===== config.mk =====
export PLATFORM = sky130hd
export DESIGN_NAME = store_drain
export DESIGN_NICKNAME = d
export VERILOG_FILES = /design/src/rtl/store_drain.sv
export SDC_FILE = /design/constraint.sdc
export NUM_CORES = 1
export LEC_CHECK = 0
export CORE_UTILIZATION = 30
export DETAILED_ROUTE_END_ITERATION = 10
export SLEW_MARGIN = 20
export SYNTH_ARGS = -nofsm -noshare
export SYNTH_HDL_FRONTEND = slang
export SYNTH_SLANG_ARGS = --single-unit
export TNS_END_PERCENT = 100

===== constraint.sdc =====
create_clock -name clk -period 5 [get_ports clk]
set_clock_uncertainty 0.05 [all_clocks]
set_input_delay 0.5 -clock clk [delete_from_list [all_inputs] [get_ports clk]]
set_output_delay 0.5 -clock clk [all_outputs]
set_load 0.01 [all_outputs]

===== src/rtl/store_drain.sv =====
// store_drain: unload side of the load/store volume interface.
//
// On each loader "full" indication seen while idle, latches a volume of N units and drains it
// to a downstream sink in chunks of at most CHUNK units over a valid/ready handshake. When the
// volume reaches zero, empty pulses for one cycle so the loader can resume filling.
//
// Ports:
//   clk          clock, all state updates on posedge
//   rst          synchronous, active-high reset
//   full         loader-full level; sampled only in the idle state
//   out_valid    chunk transfer offered
//   out_ready    downstream accepts the offered chunk
//   out_amt      units in the offered chunk (CBITS)
//   vol          remaining volume (CBITS)
//   draining     high while a drain is in progress
//   empty        one-cycle pulse when a drain completes
//   overrun_cnt  (only with STORE_DRAIN_OVERRUN_CNT_EN) saturating count of cycles with full
//                high while not idle
//
// Optional feature macro: STORE_DRAIN_OVERRUN_CNT_EN.
//
// Parameter constraints: 1 <= N < 2**CBITS, 1 <= CHUNK <= N.

module store_drain #(
  parameter int unsigned N     = 25000,
  parameter int unsigned CBITS = 15,
  parameter int unsigned CHUNK = 100
) (
  input  logic             clk,
  input  logic             rst,
  input  logic             full,
  output logic             out_valid,
  input  logic             out_ready,
  output logic [CBITS-1:0] out_amt,
  output logic [CBITS-1:0] vol,
  output logic             draining,
  output logic             empty
`ifdef STORE_DRAIN_OVERRUN_CNT_EN
  ,
  output logic [7:0]       overrun_cnt
`endif
);

  localparam logic [CBITS-1:0] NVol   = CBITS'(N);
  localparam logic [CBITS-1:0] ChunkW = CBITS'(CHUNK);
  // First chunk of every drain: min(CHUNK, N) in CBITS unsigned.
  localparam logic [CBITS-1:0] FirstAmt = (ChunkW < NVol) ? ChunkW : NVol;

  typedef enum logic [1:0] {
    StIdle,
    StDrain,
    StDone
  } state_e;

  state_e           state_q, state_d;
  logic [CBITS-1:0] vol_q, vol_d;
  logic [CBITS-1:0] amt_q, amt_d;
  logic             valid_q, valid_d;
  logic             draining_q, draining_d;
  logic             empty_q, empty_d;

  logic             accept;
  logic [CBITS-1:0] remain;

  assign accept = valid_q && out_ready;
  // amt_q <= vol_q holds throughout a drain, so this never wraps.
  assign remain = vol_q - amt_q;

  always_comb begin
    state_d    = state_q;
    vol_d      = vol_q;
    amt_d      = amt_q;
    valid_d    = valid_q;
    draining_d = draining_q;
    empty_d    = 1'b0;

    unique case (state_q)
      StIdle: begin
        if (full) begin
          vol_d      = NVol;
          amt_d      = FirstAmt;
          valid_d    = 1'b1;
          draining_d = 1'b1;
          state_d    = StDrain;
        end
      end

      StDrain: begin
        if (accept) begin
          if (remain != '0) begin
            vol_d = remain;
            amt_d = (remain < ChunkW) ? remain : ChunkW;
          end else begin
            vol_d      = '0;
            amt_d      = '0;
            valid_d    = 1'b0;
            draining_d = 1'b0;
            empty_d    = 1'b1;
            state_d    = StDone;
          end
        end
      end

      StDone: begin
        state_d = StIdle;
      end

      default: begin
        state_d    = StIdle;
        vol_d      = '0;
        amt_d      = '0;
        valid_d    = 1'b0;
        draining_d = 1'b0;
      end
    endcase
  end

  always_ff @(posedge clk) begin
    if (rst) begin
      state_q    <= StIdle;
      vol_q      <= '0;
      amt_q      <= '0;
      valid_q    <= 1'b0;
      draining_q <= 1'b0;
      empty_q    <= 1'b0;
    end else begin
      state_q    <= state_d;
      vol_q      <= vol_d;
      amt_q      <= amt_d;
      valid_q    <= valid_d;
      draining_q <= draining_d;
      empty_q    <= empty_d;
    end
  end

  assign out_valid = valid_q;
  assign out_amt   = amt_q;
  assign vol       = vol_q;
  assign draining  = draining_q;
  assign empty     = empty_q;

`ifdef STORE_DRAIN_OVERRUN_CNT_EN
  logic [7:0] overrun_q, overrun_d;

  // Counts full indications the drain cannot act on; purely observational.
  always_comb begin
    overrun_d = overrun_q;
    if (full && (state_q != StIdle) && (overrun_q != 8'hff)) begin
      overrun_d = overrun_q + 8'd1;
    end
  end

  always_ff @(posedge clk) begin
    if (rst) begin
      overrun_q <= 8'd0;
    end else begin
      overrun_q <= overrun_d;
    end
  end

  assign overrun_cnt = overrun_q;
`endif

endmodule

**Yosys cells after proc, flatten, opt, wreduce, memory -nomap -nowiden**

Index checks and enable logic that the tools add are counted.

- Flip-flop bits (word level): 34
- Logic and storage cells: 40
- Output and inout bits: 33
- Bits of input ports: 4

- Muxes and demuxes: 18
- $lt $le $gt $ge: 1
- Bitwise operators: 3
- Add/sub/neg operators: 1
- Eq/ne operators: 5
- Reductions and logical operators: 7

Operators with widths:

| kind | count |
|---|---|
| $mux 15 | 7 |
| $pmux 15 s3 | 2 |
| $lt 15x7->1 const B | 1 |
| $reduce_bool 15->1 | 1 |
| $sub 15x15->15 | 1 |
| $mux 2 | 3 |
| $ne 2x2->1 const B | 3 |
| $reduce_and 3->1 | 2 |
| $mux 1 | 4 |
| $pmux 2 s2 | 1 |
| $reduce_and 4->1 | 1 |
| $not 1->1 | 3 |
| $pmux 1 s3 | 1 |
| $reduce_or 3->1 | 1 |
| $eq 2x1->1 const B | 1 |
| $eq 2x2->1 const B | 1 |
| $logic_not 2->1 | 1 |
| $logic_and 1x1->1 | 1 |

**Depth between registers and ports, before layout**

Gate-level depths: netlist of run 1.

- Word-level depth: 6
- Mapped depth: 11
- Mapped depth without buffers: 10

**Least setup slack after synthesis of run 1**

No wires, ideal clock.

- Path kind: register to register
- Start: register vol_q[0] (netlist: vol[0])
- End: register empty_q (netlist: empty)
- Setup time: 92 ps
- Period minus slack after synthesis: 2,761 ps
- Path buffers: 0
- Arrival: 2,619 ps
- Slack: 2,239 ps
- Stages on the path, launching flop included: 10
- Required time: 4,858 ps
- Cells stage by stage: dfxtp_1 > inv_1 > ha_1 > fa_1 > nand2b_1 > a21oi_1 > nor2_1 > xnor2_1 > or4_2 > nor4_1

- Longest elaborated chain between the ends: 3

Ends and longest elaborated chain:

| what | RTL line | text |
|---|---|---|
| from (decl) | 56 | `logic [CBITS-1:0] vol_q, vol_d;` |
| from (signal assigned) | 128 | `vol_q <= vol_d;` |
| $sub 15x15->15 | 67 | `assign remain = vol_q - amt_q;` |
| $reduce_bool 15->1 | 90 | `if (remain != '0) begin` |
| $mux 1 | 90 |  |
| to (signal assigned) | 132 | `empty_q <= empty_d;` |
| to (decl) | 60 | `logic empty_q, empty_d;` |

No other way between the ends.
A chain may end at the register's enable or synchronous reset.

**Worst setup path in the final report of run 1**

Same ends and word-level chain as after synthesis.

==> results, run 1 <==
- The terminus of the critical flop-to-flop path is empty$_SDFF_PP0_.
- Counting flops with a built-in enable in the synthesized netlist gives 0.
- By startpoint and endpoint, the worst setup path is classified as flop to flop.
- The most common flop cell mapped by yosys is sky130_fd_sc_hd__dfxtp_1.
- Once detailed placement completed, the half-perimeter wirelength came to approximately 4400 µm.
- The clock network power share is 24.7%.
- The final antenna-violating net count is 0.
- The met2 usage in global routing is 24.04%.
- The area of the die is ~0.008 mm².
- The diode insertion count for antenna repair is 0.
- The die is between 80 and 90 µm wide.
- Routability-driven placement finished with a final weighted congestion of approximately 0.82.
- The cell family contributing the most delay on the critical path is simple AND/OR/NAND/NOR gates.
- The routed via count is 2115.
- The clock tree root buffer cell is sky130_fd_sc_hd__clkbuf_8.
- In this run the worst path has a maximum fanout of 7.
- After clock tree synthesis, the clock-pin slew on the worst setup and hold paths is roughly 70 ps.
- Compared with the post-synthesis result, the final layout area differs by 21.48%.
- In the routed design, unresolved DRC markers number 0.
- Dividing the final minimum period by the clock period gives 62.70%.
- In the final routed layout, each cell accounts on average for 14.55 µm.
- The buffers plus inverters on the worst setup path is 1.
- In this run, post-CTS repair resized a total of 0 instances.
- In this run the power spent charging and discharging nets is about 330 µW.
- The class of the worst hold path is flop to flop.
- The critical path goes through inv_1 -> ha_1 -> fa_1 -> nand2b_1 -> a21oi_1 -> nor2_1 -> xnor2_1 -> or4_2 -> nor4_1.
- The number of synthesized register bits is 34.
- The share of final-layout standard cells stronger than drive strength 1 is around 9.2%.
- The most critical setup path has its endpoint at empty$_SDFF_PP0_.
- Buffers inserted to repair hold after CTS numbered 0.
- The run finished with clean final reports.
- During I/O placement, the number of pins put on the boundary was 37.
- The share of synthesized registers carrying an async set or reset is 0%.
- Summing all non-filler instances in the final layout gives an area of about 0.0028 mm².
- The final layout contains between 300 and 400 nets.
- The initial standard-cell utilization of the core is roughly a third.
- Entering global routing, the biggest net connects 26 pins.
- In this run the vertical extent of the chip is 89.58 µm.
- Setup repair after global routing left no endpoint under its margin.
- STA classifies the critical path endpoint as a flop.
- Synthesis instantiated between 60 and 70 different standard cells from the library.
- The minimum clock period is 3135 ps.
- The fraction of power spent switching nets is 37.45%.
- The met1 capacity usage during global routing is a little under a quarter.
- Before antenna repair, the detailed router went through 4 iterations.
- After detailed routing, the number of vias per cell comes to ~5.2.
- Leaving out fill and tap cells, the most frequent cells in the layout are 36 x sky130_fd_sc_hd__nor2_1, 36 x sky130_fd_sc_hd__clkdlybuf4s50_1, 34 x sky130_fd_sc_hd__dfxtp_1.
- The max-cap check violation count is 0.
- The cell count after placement is approximately 400.
- The total of warnings raised by yosys is 0.
- After synthesis, the mean cell area works out to approximately 8.4 µm².
- The number of global-route vias before repair is 1974.
- The routing usage on met3 is between 2 and 2.5%.
- The kind of start point of the critical path is a flop.
- The final number of hold-violating endpoints is 0.
- The clock passes through at most 2 buffers.
- Counting every net in the synthesized netlist gives roughly 290.
- The final number of max-transition violations is 0.
- In this run the post-CTS setup repair buffer count came out at 0.
- Registers are responsible for 34.6% of the overall power.
- The peak supply drop is roughly 0.00011 V.
- The relative slew slack is 48.57%.
- The standard cell with the maximum stage delay on the critical path is sky130_fd_sc_hd__or4_2.
- The total routing usage reported by global routing is between 10% and 20%.
- After synthesis the cells add up to roughly 0.0023 mm².
- The most heavily used metal layer in global routing is met2.
- Global routing finished with a remaining overflow of 0.
- The routed wire length is ~5900 µm.
- The number of clock buffers inserted by TritonCTS is 5.
- The number of endpoints failing setup at the final stage is 0.
- The post-synthesis sequential area ratio is 29.58%.
- The worst-case register-to-register setup slack is 1870 ps.
- In this run the number of cells on the critical path is 9.
- Counting cells, the worst reg-to-reg path comes to 9.
- The synthesized instance count is roughly 270.
- At the worst endpoint, the required time is 5150 ps.
- The initialized floorplan defines 31 standard-cell rows.
- The internal power component is ~550 µW.
- STA puts the critical path data arrival time at around 3300 ps.
- Based on the critical path, the design can be clocked at up to around 320 MHz.
- The count of routing violations after the opening detailed-route iteration is ~140.
- The start point of the critical path is vol[0]$_SDFFE_PP0P_.
- In this run the cell area measured after placement is roughly 0.0027 mm².
- The standby leakage power is roughly 0.001 µW.
- The later pin in the worst-skew pair is clocked with a latency of approximately 290 ps.
- The post-layout utilization of the core is between 30% and 40%.
- The power density relative to cell area is 316.1 mW/mm².
- On the worst path, the slowest cell contributes a delay of around 700 ps.
- The TritonCTS clock tree is built.
- The region available for standard cell placement spans 0.007331 mm².
- The transition time of the tightest slew-check pin is 768.5 ps.
- Counting every sink on the clock net gives 34.
- CTS built an H-tree with a depth of 2.
- The first-pass GRT wire length is ~9700 µm.
- The number of input and output port buffers inserted is 36.
- The post-layout instance count excluding filler cells is ~410.
- The portion of total power attributed to combinational logic is between 40% and 50%.
- The number of antenna violations at the first check in global routing is 0.
- The worst register-to-register path begins at vol[0]$_SDFFE_PP0P_.
- The aggregate negative setup slack is 0 ps.
## synthesized netlist by cell type, drive strengths merged (4+ instances only)
library cell	count	share of area (%)
or3	5	1.4
nor4	4	1.1
a22oi	5	1.6
nor2	36	5.9
nand2b	8	2.2
nand2	16	2.6
xor2	4	1.5
clkbuf	7	1.6
o211ai	6	2.0
inv	19	3.1
a21oi	15	3.6
dfxtp	34	30
a21o	6	2.1
a221oi	5	1.9
nor3	14	3.0
xnor2	7	2.7
ha	14	7.6
o21ai	8	1.7
buf	6	2.4
nor2b	4	1.1
nand3	6	1.5
## logic make-up after synthesis
group                    Yosys count  synth area share (%)
AO/OA/AOI/OAI                     77                 27.19
buffers and inverters             32                 7.123
adder cells (fa/ha/maj)           15                 8.483
AND/OR/NAND/NOR                  104                 23.00
XOR/XNOR                          11                 4.187
multiplexers                       1                0.4350
flip-flops                        34                 29.58
## metal layers
metal / routed length, µm / vias up
li1: - / 1060
met1: 2975 / 1007
met2: 2628 / 42
met3: 203 / 6
met4: 86 / 0
met5: 0 / -
## stage by stage
step                      hold WS (ps)  total power, µW  worst slack [ps]
after floorplan                  431.5            583.9              2240
after global placement           415.2            667.8              1881
after detailed placement         410.6            666.3              1891
after CTS                        422.2            886.3              1858
after global routing             444.6            940.6              1643
final                            418.5            883.5              1865
## final cells by class
class | count | area, µm²
multi-input cells | 208 | 1460
inverters | 19 | 71.32
clock buffers | 7 | 86.33
well taps | 99 | 123.9
flip-flops and latches | 34 | 680.7
clock inverters | 1 | 5.005
repair buffers | 37 | 367.9
fillers | 727 | 4536
## worst min-delay path by stage
stage | startpoint | cells after the start | to | slack, ps
floorplan | out_amt[3]$_SDFFE_PP0P_ | 2 | out_amt[3]$_SDFFE_PP0P_ | 430
global placement | out_amt[11]$_SDFFE_PP0P_ | 2 | out_amt[11]$_SDFFE_PP0P_ | 420
detailed placement | out_amt[11]$_SDFFE_PP0P_ | 2 | out_amt[11]$_SDFFE_PP0P_ | 410
CTS | out_amt[11]$_SDFFE_PP0P_ | 2 | out_amt[11]$_SDFFE_PP0P_ | 420
global route | out_amt[13]$_SDFFE_PP0P_ | 2 | out_amt[13]$_SDFFE_PP0P_ | 440
finish | out_amt[11]$_SDFFE_PP0P_ | 2 | out_amt[11]$_SDFFE_PP0P_ | 420
## sequential cells by signal (all words and copies together) (netlist names)
name / cells
state_q: 2
out_amt: 15
draining: 1
empty: 1
vol: 15
## power groups by stage
stage	clock (µW)	sequential (µW)	combinational, µW
global route	238	307	395
global placement	0	312	356
detailed placement	0	311	355
CTS	224	305	358
finish	218	305	360
floorplan	0	312	272
## worst reg2reg max path, delay by kind of cell (launching register included)
family	cells	cell delay (ps)
DFF	1	350
adders and majority gates	2	640
and+or+nand+nor	4	1260
buffers and inverters	1	50
xor gates and xnor gates	1	270
AOI/OAI and AO/OA	1	410
Note: power is estimated with default switching activity, not from simulation.
==> inputs of run 2 (changes only) <==
==> constraint.sdc (replaced) <==
create_clock -name clk -period 3.2 [get_ports clk]
set_clock_uncertainty 0.05 [all_clocks]
set_input_delay 0.32 -clock clk [delete_from_list [all_inputs] [get_ports clk]]
set_output_delay 0.32 -clock clk [all_outputs]
set_load 0.01 [all_outputs]
==> run 2 against run 1 <==
  * Via count is 1.1% higher
  * Critical path depth increased by 2
  * Setup slack lost 1600 ps
  * Combinational power grew 63%
  * Critical path type unchanged
  * Cell count rose by 1.7%
  * Maximum frequency is 6.3% higher
  * Clock power grew 67%
  * Worst hold slack is essentially flat
==> results, run 2 (same netlist as run 1, synthesis figures left out) <==
- The number of antenna violations at the first check in global routing is 0 (unchanged).
- The count of clock tree sinks is 34 (unchanged).
- The number of global-route vias before repair is 1989 (+0.76%).
- The buffer depth of the longest clock path is 2 (unchanged).
- The minimum clock period came to 2950 ps (-185.0 ps).
- The number of standard-cell rows in the floorplan is 31 (unchanged).
- The mean routed wirelength per cell is 14.97 µm (+2.9%).
- The die extent in y is 89.58 µm (unchanged).
- The critical path data required time is 3310 ps (-1840 ps).
- The post-layout instance count excluding filler cells is 412 (+1.7%).
- The cell count after placement is 404 (+1.8%).
- The standby leakage power is 0.001036 µW (+3.3%).
- The number of input and output port buffers inserted is 36 (unchanged).
- The max-cap check violation count is 0 (unchanged).
- The iteration count of the initial detailed-routing pass is 4 (unchanged).
- The number of buffers inserted by hold repair at cts is 0 (unchanged).
- The final antenna-violating net count is 0 (unchanged).
- The worst hold margin was 418.7 ps (+0.1720 ps).
- STA classifies the critical path startpoint as a flop.
- The run finished with clean final reports.
- The first-pass GRT wire length was 9811 µm (+1.4%).
- The start point of the critical path is vol[0]$_SDFFE_PP0P_.
- The routed via count is 2139 (+1.1%).
- The worst setup path is of the flop to flop kind.
- The path class of the tightest hold or removal check is flop to flop.
- The estimated wirelength of the detail-placed design is 4637 µm (+6.0%).
- The startpoint identified for the worst register-to-register timing path is vol[0]$_SDFFE_PP0P_.
- The aggregate negative setup slack is 0 ps (unchanged).
- The post-detailed-route DRC marker count is 0 (unchanged).
- The number of top-level pins is 37 (unchanged).
- The final number of max-transition violations is 0 (unchanged).
- CTS placed an instance of sky130_fd_sc_hd__clkbuf_8 at the clock tree root.
- The largest driver fanout on the critical path is 6 (-1).
- The floorplan die width was 89.58 µm (unchanged).
- The worst-case reg-to-reg path depth is 11 (+2).
- The worst-case register-to-register setup slack is 250 ps (-1620 ps).
- The share of final-layout standard cells stronger than drive strength 1 came to 11.18% (+2.0 points).
- The fmax was 339.0 MHz (+6.3%).
- The count of routing violations after the opening detailed-route iteration is 173 (+27%).
- The post-CTS setup repair buffer count came to 0 (unchanged).
- The peak supply drop was 0.0002388 V (+120%).
- The largest net degree at the start of global routing is 14 (-46%).
- The number of H-tree levels is 2 (unchanged).
- The transition time of the tightest slew-check pin is 671.5 ps (-97.01 ps).
- The source of the worst hold timing path is out_amt[13]$_SDFFE_PP0P_.
- The number of endpoints failing setup at the final stage is 0 (unchanged).
- The initial standard-cell utilization of the core is 31.39% (unchanged).
- The type of element capturing the critical path is a flop.
- The arrival time reported for the critical path endpoint is 3060 ps (-220 ps).
- The routed wire length was 6167 µm (+4.6%).
- The final number of hold-violating endpoints is 0 (unchanged).
- The clock-pin slew on the worst setup and hold paths is 80 ps (about the same).
- The total grt overflow is 0 (unchanged).
- The number of nets in the layout is 331 (+2.2%).
- The total routing usage reported by global routing is 15.93% (+0.15 points).
- Setup repair after global routing left no endpoint under its margin.
- The post-layout utilization of the core is 38.90% (+0.77 points).
- The library cells used most frequently in the layout, excluding fill and tap cells, are 36 x sky130_fd_sc_hd__nor2_1, 36 x sky130_fd_sc_hd__clkdlybuf4s50_1, 34 x sky130_fd_sc_hd__dfxtp_1.
- The relative slew slack is 55.23% (+6.7 points).
- The share of the clock period used by the worst path after layout is 92.18% (+29 points).
- The power density relative to cell area is 499.9 mW/mm² (+58%).
- The number of clock buffers inserted by TritonCTS is 5 (unchanged).
- The clock insertion delay at the later pin of the skew report came to 290 ps (about the same).
- The via density per instance is 5.192 (-0.58%).
- The diode insertion count for antenna repair is 0 (unchanged).
- The cell depth of the worst hold path was 2 (unchanged).
- The TritonCTS clock tree is built.
- The area growth from synthesis to layout is 23.93%.
- The routability-driven placement congestion ratio is 0.8729 (+7.1%).
- The area of the die was 0.008024 mm² (unchanged).
- The post-cts sizing count was 0 (unchanged).
- The area of the core is 0.007331 mm² (unchanged).
==> run 2: power breakdown <==
group / internal, µW / switching [µW]
registers: 447 / 26.9
clock network: 177 / 186
logic: 260 / 328
==> run 2: worst paths after layout <==
kind | end
worst min register to register | out_amt[13]$_SDFFE_PP0P_
worst max-delay path | out_amt[6]$_SDFFE_PP0P_
worst max register to register | out_amt[6]$_SDFFE_PP0P_
worst min-delay path | out_amt[13]$_SDFFE_PP0P_
==> run 2: worst max-delay path, stage by stage, from the launching register on <==
cell	delay [ps]
sky130_fd_sc_hd__dfxtp_1	350
sky130_fd_sc_hd__inv_1	50
sky130_fd_sc_hd__ha_1	220
sky130_fd_sc_hd__fa_1	440
sky130_fd_sc_hd__nand2b_1	190
sky130_fd_sc_hd__a21oi_1	200
sky130_fd_sc_hd__buf_4	180
sky130_fd_sc_hd__o211a_1	170
sky130_fd_sc_hd__a2111oi_2	70
sky130_fd_sc_hd__a2111oi_4	330
sky130_fd_sc_hd__and4b_1	420
sky130_fd_sc_hd__a32oi_1	140
==> run 2: per-layer routing <==
metal	vias to the layer above	share of wire (%)	track usage [%]
met5	-	0	0
met2	62	46	25.14
li1	1076	-	-
met1	994	47	22.28
met3	7	5.4	2.651
met4	0	1.4	4.618
==> run 2: through the flow <==
| step | total power (µW) | setup slack, ps | area [µm²] |
|---|---|---|---|
| after global placement | 1065 | 332.7 | 2753 |
| final | 1425 | 250.1 | 2851 |
| after floorplan | 912.3 | 439.5 | 2301 |
| after global routing | 1503 | 113.3 | 2851 |
| after detailed placement | 1066 | 247.9 | 2753 |
| after CTS | 1424 | 248.0 | 2851 |
==> run 2: area by class of cell <==
cell class / count / area, µm²
clock buffer: 6 / 82.58
multi-input combinational: 208 / 1456
tap: 99 / 123.9
clock inverter: 2 / 16.27
fill: 763 / 4479
timing repair buffer: 44 / 420.4
sequential: 34 / 680.7
inverter: 19 / 71.32
